$ cat config.mk
export PLATFORM = sky130hd
export DESIGN_NAME = extend_shift_unit
export DESIGN_NICKNAME = d
export VERILOG_FILES = /design/src/rtl/extend_shift_unit.sv
export SDC_FILE = /design/constraint.sdc
export NUM_CORES = 1
export LEC_CHECK = 0
export BUFFER_PORTS_ARGS = -buffer_cell sky130_fd_sc_hd__buf_2
export CORE_MARGIN = 2
export CORE_UTILIZATION = 48
export CTS_CLUSTER_DIAMETER = 30
export DETAILED_ROUTE_END_ITERATION = 8
export MAX_ROUTING_LAYER = met4
export PLACE_DENSITY_LB_ADDON = 0.05
export SETUP_SLACK_MARGIN = 0.15
export SYNTH_ARGS = -nofsm -noshare
export SYNTH_HDL_FRONTEND = slang
export SYNTH_SLANG_ARGS = --single-unit
$ cat constraint.sdc
create_clock -name Clk -period 2.6 [get_ports Clk]
set_input_delay 0.26 -clock Clk [delete_from_list [all_inputs] [get_ports Clk]]
set_output_delay 0.26 -clock Clk [all_outputs]
set_load 0.005 [all_outputs]
$ cat src/rtl/extend_shift_unit.sv
// Immediate extension (zero/sign/upper) followed by an optional multi-cycle SLL/SRL/SRA.
// Shifts STEP bits per clock, with valid/ready handshakes on both the request and result sides.
module extend_shift_unit #(
  parameter  int IN_W    = 16,
  parameter  int OUT_W   = 32,
  parameter  int STEP    = 1,
  localparam int SHAMT_W = $clog2(OUT_W)
) (
  input  logic               Clk,
  input  logic               Reset,
  input  logic               InValid,
  output logic               InReady,
  input  logic [IN_W-1:0]    InData,
  input  logic [1:0]         Mode,
  input  logic [1:0]         Op,
  input  logic [SHAMT_W-1:0] Shamt,
  output logic               OutValid,
  input  logic               OutReady,
  output logic [OUT_W-1:0]   OutData,
  output logic               Busy
);

  // state | meaning
  // IDLE  | waiting for a request, InReady=1
  // SHIFT | shifting acc by min(STEP, rem) each clock
  // HOLD  | result presented, waiting for OutReady
  typedef enum logic [1:0] {
    IDLE  = 2'd0,
    SHIFT = 2'd1,
    HOLD  = 2'd2
  } state_t;

  localparam int KW = SHAMT_W + 1;

  state_t             state;
  logic [OUT_W-1:0]   acc;
  logic [SHAMT_W-1:0] rem;
  logic [1:0]         op_q;
  logic               sign_q;

  logic [OUT_W-1:0]   ext;
  logic [KW-1:0]      rem_ext;
  logic [KW-1:0]      step_k;
  logic [SHAMT_W-1:0] rem_nxt;
  logic [OUT_W-1:0]   acc_shr;
  logic [OUT_W-1:0]   acc_nxt;

  always_comb begin
    ext = '0;
    case (Mode)
      2'b01:   ext = OUT_W'($signed(InData));
      2'b10:   ext = OUT_W'(InData) << (OUT_W - IN_W);
      default: ext = OUT_W'(InData);
    endcase
  end

  // k = min(STEP, rem); one extra bit because STEP may equal OUT_W
  always_comb begin
    rem_ext = {1'b0, rem};
    step_k  = (KW'(STEP) < rem_ext) ? KW'(STEP) : rem_ext;
    rem_nxt = rem - step_k[SHAMT_W-1:0];
    acc_shr = acc >> step_k;
    acc_nxt = acc;
    case (op_q)
      2'b01:   acc_nxt = acc << step_k;
      2'b10:   acc_nxt = acc_shr;
      2'b11:   acc_nxt = acc_shr | (sign_q ? ~({OUT_W{1'b1}} >> step_k) : '0);
      default: acc_nxt = acc;
    endcase
  end

  always_ff @(posedge Clk) begin
    if (Reset) begin
      state    <= IDLE;
      acc      <= '0;
      rem      <= '0;
      op_q     <= 2'b00;
      sign_q   <= 1'b0;
      InReady  <= 1'b1;
      OutValid <= 1'b0;
      Busy     <= 1'b0;
    end else begin
      case (state)
        IDLE: begin
          if (InValid) begin
            acc     <= ext;
            op_q    <= Op;
            sign_q  <= ext[OUT_W-1];
            rem     <= (Op == 2'b00) ? '0 : Shamt;
            InReady <= 1'b0;
            Busy    <= 1'b1;
            if (Op == 2'b00 || Shamt == '0) begin
              state    <= HOLD;
              OutValid <= 1'b1;
            end else begin
              state <= SHIFT;
            end
          end
        end
        SHIFT: begin
          acc <= acc_nxt;
          rem <= rem_nxt;
          if (rem_nxt == '0) begin
            state    <= HOLD;
            OutValid <= 1'b1;
          end
        end
        HOLD: begin
          if (OutReady) begin
            state    <= IDLE;
            OutValid <= 1'b0;
            InReady  <= 1'b1;
            Busy     <= 1'b0;
          end
        end
        default: begin
          state    <= IDLE;
          OutValid <= 1'b0;
          InReady  <= 1'b1;
          Busy     <= 1'b0;
        end
      endcase
    end
  end

  assign OutData = acc;

endmodule

After elaboration in Yosys (flattened, before gate mapping)
Cells that the tools add are included.
{"block": "totals", "romBits": 0, "ff_bits": 45, "latch_bits": 0, "output_inout_bits": 35, "n_memories": 0, "ram_bits": 0, "word_cells": 64}
{"block": "op_classes", "eq_ne": 12, "n_lt_le_gt_ge": 1, "n_bitwise": 3, "add_sub_neg": 1, "shift": 3, "n_mux": 24, "n_div": 0, "multipliers": 0, "reduce_logical": 12}
{"op": "case mux 32 bit (2 select lines)", "n": 2}
{"op": "case mux 32 bit (3 select lines)", "n": 1}
{"op": "two-way mux 32 bit", "n": 2}
{"op": "inverter 32 bit", "n": 1}
{"op": "OR 32 bit", "n": 1}
{"op": "left shift 32 x 5 -> 32 bit", "n": 1}
{"op": ">> shifter 32 x 5 -> 32 bit", "n": 1}
{"op": ">> shifter 32 x 5 -> 32 bit (first input constant)", "n": 1}
{"op": "two-way mux 5 bit", "n": 3}
{"op": "logical NOT 5 bit", "n": 2}
{"op": "case mux 5 bit (2 select lines)", "n": 1}
{"op": "case mux 1 bit (3 select lines)", "n": 3}
{"op": "AND reduction 3 bit", "n": 3}
{"op": "equality test 2 bit (second input constant)", "n": 4}
{"op": "two-way mux 2 bit", "n": 4}
{"op": "inequality test 2 bit (second input constant)", "n": 4}
{"op": "two-way mux 1 bit", "n": 7}
{"op": "equality test 2 x 1 -> 1 bit (second input constant)", "n": 3}
{"op": "case mux 2 bit (3 select lines)", "n": 1}
{"op": "< comparator 1 x 5 -> 1 bit (first input constant)", "n": 1}
{"op": "subtractor 5 bit", "n": 1}
{"op": "logical NOT 2 bit", "n": 2}
{"op": "inequality test 4 x 1 -> 1 bit (second input constant)", "n": 1}
{"op": "AND reduction 2 bit", "n": 2}
{"op": "other kinds (4)", "n": 4}

Logic depth before layout (Yosys ltp)
{"block": "logic_depth", "depth_word": 8, "depth_mapped": 9, "ltp_nobuf": 8}

Worst setup path before layout
No wires, ideal clock.
{"block": "synth_timing", "kind": "flip-flop to flip-flop", "start": "register rem[1]", "end": "register OutValid", "t_required_ps": 2485, "slack_ps": 459, "t_arrival_ps": 2026, "stages_incl_launch_ff": 10, "setup_ps": 115, "period_less_slack_ps": 2141, "cell_sequence": "dfxtp_1 -> buf_6 -> or4_4 -> or2b_1 -> ha_1 -> nor4_1 -> o211ai_1 -> o2bb2ai_1 -> o21ba_2 -> o21a_1"}
{"block": "synth_via", "elab_chain_cells": 6}
{"item": "from (decl)", "line": "37", "source": "logic [SHAMT_W-1:0] rem;"}
{"item": "from (signal assigned)", "line": "89", "source": "rem <= (Op == 2'b00) ? '0 : Shamt;"}
{"item": "from (signal assigned)", "line": "102", "source": "rem <= rem_nxt;"}
{"item": "< comparator 1 x 5 -> 1 bit", "line": "60", "source": "step_k = (KW'(STEP) < rem_ext) ? KW'(STEP) : rem_ext;"}
{"item": "two-way mux 5 bit", "line": "60"}
{"item": "subtractor 5 bit (*)", "line": "61", "source": "rem_nxt = rem - step_k[SHAMT_W-1:0];"}
{"item": "logical NOT 5 bit (*)", "line": "103", "source": "if (rem_nxt == '0) begin"}
{"item": "inequality test 2 bit (no source line) (*)"}
{"item": "AND reduction 4 bit (no source line) (*)"}
{"item": "to (signal assigned)", "line": "105", "source": "OutValid <= 1'b1;"}
{"item": "to (signal assigned)", "line": "111", "source": "OutValid <= 1'b0;"}
{"item": "to (signal assigned)", "line": "118", "source": "OutValid <= 1'b0;"}
{"item": "to (decl)", "line": "17", "source": "output logic OutValid,"}
Every way passes the cells marked *; elsewhere a longest branch is shown, timed or not.
A chain may end at the register's enable or synchronous reset.

Worst setup path after layout
Same ends and word-level chain as after synthesis.

==> metrics.cfg <==
[status]
outcome=finished clean

[synthesis]
synthCells=391
yosysWarnings=0
synth_top_flop_cell=dfxtp_1
postSynth.asyncResetShare=0
synth_nets=425
synth_area_um2=2700
yosysSeqAreaShare=0.334
avgSynthCellArea_um2=6.90
synth_cell_types=40
synth-seq-cells=45
synth-edff-count=0

[timing]
period_share=0.875
fmax_ghz=0.439
slew_viol_final=0
tightest_slew_ps=998
rsz0062_at_grt=false
fin_worst_skew_ps=12.1
tns_ps=0
final-setup-viol-count=0
setup_ws_ps=324
slew_headroom=0.332
hold_viol=0
fin_crit_ps=2280

[critical_path]
worstRegToRegCells=8
crit_type=flip-flop to flip-flop
crit_fanout=8
crit_arrival_ps=2490
crit_path_end_kind=flip-flop
setup.worst_path.start_class=flip-flop
worstReg2RegStart=rem[1]
rrSetupSlack_ps=320
crit-reg2reg-capture=OutValid
critPathRequiredTime_ps=2810

[layout]
nFillCells=567
nets=467
area_growth_pct=16.4
multi_input_area_um2=1640
final_area_um2=3140
drive_gt1_frac=0.207
seq_area_um2=901
final_util=0.574
diodes=0

[drt]
routedWlPerCell_um=15.3
first_pass_iters=4
avgViaCountPerCell=5.82
ant_nets=0
wl_mm=7.73
vias=2946
drt_iter0_drc=363
drc=0

[global_route]
antenna_found_initial=0
grt_overflow_total=0
track_usage=0.269
grt_pass1_vias=2820
grt_max_degree=46
grt_pass1_wl_mm=13.1

[min_path]
holdPathStages=3
hp-start=Op[0]
min_to=op_q[0]
hold_class=primary input to flip-flop

[floorplan]
dieHeight_um=79.0
rows=27
io_pins=64
die_area_um2=6230
initial_utilization=0.493
core_area_um2=5470
die_x_um=79.0

[power_and_ir_drop]
sequentialPowerShare=0.358
swShare=0.424
p_clk_frac=0.180
leakage_nw=1.38
p_per_area_nw_per_um2=1000
internal_power_mw=1.81
ir_drop_uv=480
combPwrFrac=0.462
p_sw_mw=1.33

[clocking]
clockBufferDepth=2
clock_latency_ps=310
clock_sinks=45
htree_num_levels=2
tritoncts=yes
cts_inserted_buffers=5
cts_root_buf=clkbuf_8
postCtsSetupBuffers=0
postCtsHoldBufs=0
clkTransAtPathRegs_ps=90

[placed_design]
dp_hpwl_mm=5.11
dp_slack_ps=357
gp_congestion=0.881
dpl-instance-area_um2=3020
io_buffer_count=63

[run]
max_cap_violations=0

## how the worst max path moves through the flow
| stage | start | end | cells past startpoint |
|---|---|---|---|
| after detailed placement | rem[1] | OutValid | 8 |
| after global placement | rem[1] | OutValid | 8 |
| final | rem[1] | OutValid | 8 |
| after global routing | rem[1] | state[0] | 8 |
| after CTS | rem[1] | OutValid | 8 |
| after floorplan | rem[1] | OutValid | 9 |
## kinds of logic (layout without fill, tap and decap cells)
family,count (synthesis),after routing,synth area share
simple gates,196,196,0.312
flops,45,45,0.334
compound gates,99,99,0.252
buf+inv,42,85,0.0626
fa+ha+maj,5,5,0.0232
mux,3,3,0.0125
xor+xnor,1,1,0.00325
## layout by cell type (no fill, tap or decap), types with 6 or more instances in the layout
cell type	Yosys	routed
buf_4	0	6
nor3_1	26	26
buf_2	3	63
a21oi_1	37	36
clkbuf_8	0	6
nand3_1	13	13
a221oi_1	13	13
dfxtp_1	45	45
inv_1	8	8
nand2_1	92	92
nor2_1	48	47
a211oi_1	19	19
## cell usage after synthesis, types with 2 or more instances
| library cell | instances | area share |
|---|---|---|
| clkbuf_1 | 30 | 0.042 |
| o21ai_0 | 5 | 0.0093 |
| nor2b_1 | 4 | 0.0093 |
| a221oi_1 | 13 | 0.042 |
| or2_2 | 2 | 0.0046 |
| o21ba_2 | 2 | 0.0074 |
| buf_2 | 3 | 0.0056 |
| a32oi_1 | 2 | 0.0065 |
| ha_1 | 5 | 0.023 |
| a2bb2oi_1 | 3 | 0.0097 |
| dfxtp_1 | 45 | 0.33 |
| a22oi_1 | 4 | 0.011 |
| nand2b_1 | 3 | 0.0070 |
| mux2_2 | 3 | 0.013 |
| a21oi_1 | 37 | 0.069 |
| nor2_1 | 48 | 0.067 |
| nor3_1 | 26 | 0.048 |
| nand3_1 | 13 | 0.024 |
| a41oi_1 | 4 | 0.013 |
| nor4_1 | 2 | 0.0046 |
| inv_1 | 8 | 0.011 |
| a211oi_1 | 19 | 0.053 |
| o21a_1 | 2 | 0.0056 |
| nand2_1 | 92 | 0.13 |
## repair_timing
action / CTS / global route
gates resized for setup: 0 / 1
setup endpoints to repair: 0 / 1
hold endpoints to repair: 0 / 0
## critical path, stage by stage (launching register included)
cell and delay, ps:
dfxtp_1 390, or4_4 600, or2b_1 200, ha_1 230
nor4_2 70, o211ai_1 180, o2bb2ai_1 170, o21ba_2 200
o21a_1 160
## power by group through the flow
stage / clock (mW) / sequential (mW) / combinational, mW
floorplan: 0 / 1.08 / 1.05
global placement: 0 / 1.13 / 1.41
detailed placement: 0 / 1.14 / 1.45
CTS: 0.574 / 1.12 / 1.45
global route: 0.602 / 1.16 / 1.66
finish: 0.567 / 1.13 / 1.45
## final cells by class
| cell class | count | area share |
|---|---|---|
| multi-input combinational | 304 | 0.523 |
| sequential | 45 | 0.287 |
| timing repair buffer | 69 | 0.115 |
| clock buffer | 7 | 0.0275 |
| clock inverter | 1 | 0.00957 |
| inverter | 8 | 0.00957 |
| tap | 72 | 0.0287 |
## flip-flops by register name, indices dropped and copies added, names as in the netlist
| signal | cells |
|---|---|
| OutData | 32 |
| rem | 5 |
| op_q | 2 |
| state | 2 |
| Busy | 1 |
| InReady | 1 |
| OutValid | 1 |
| sign_q | 1 |
## layer usage
layer  share of wire  up-vias  wire length (um)  global-route usage
met3           0.062       19               480              0.0523
met4           0.023        0               176              0.0966
met5               0        -                 0                   -
li1                -     1460                 -                   -
met1            0.47     1366              3610               0.355
met2            0.45      101              3460               0.415
## per-stage QoR
stage | hold WS (ps) | std cells | power, mW
after floorplan | 396 | 391 | 2.13
after global placement | 474 | 498 | 2.55
after detailed placement | 481 | 498 | 2.58
after CTS | 187 | 506 | 3.14
after global routing | 206 | 506 | 3.42
final | 196 | 506 | 3.14
(Power assumes the default switching activity.)
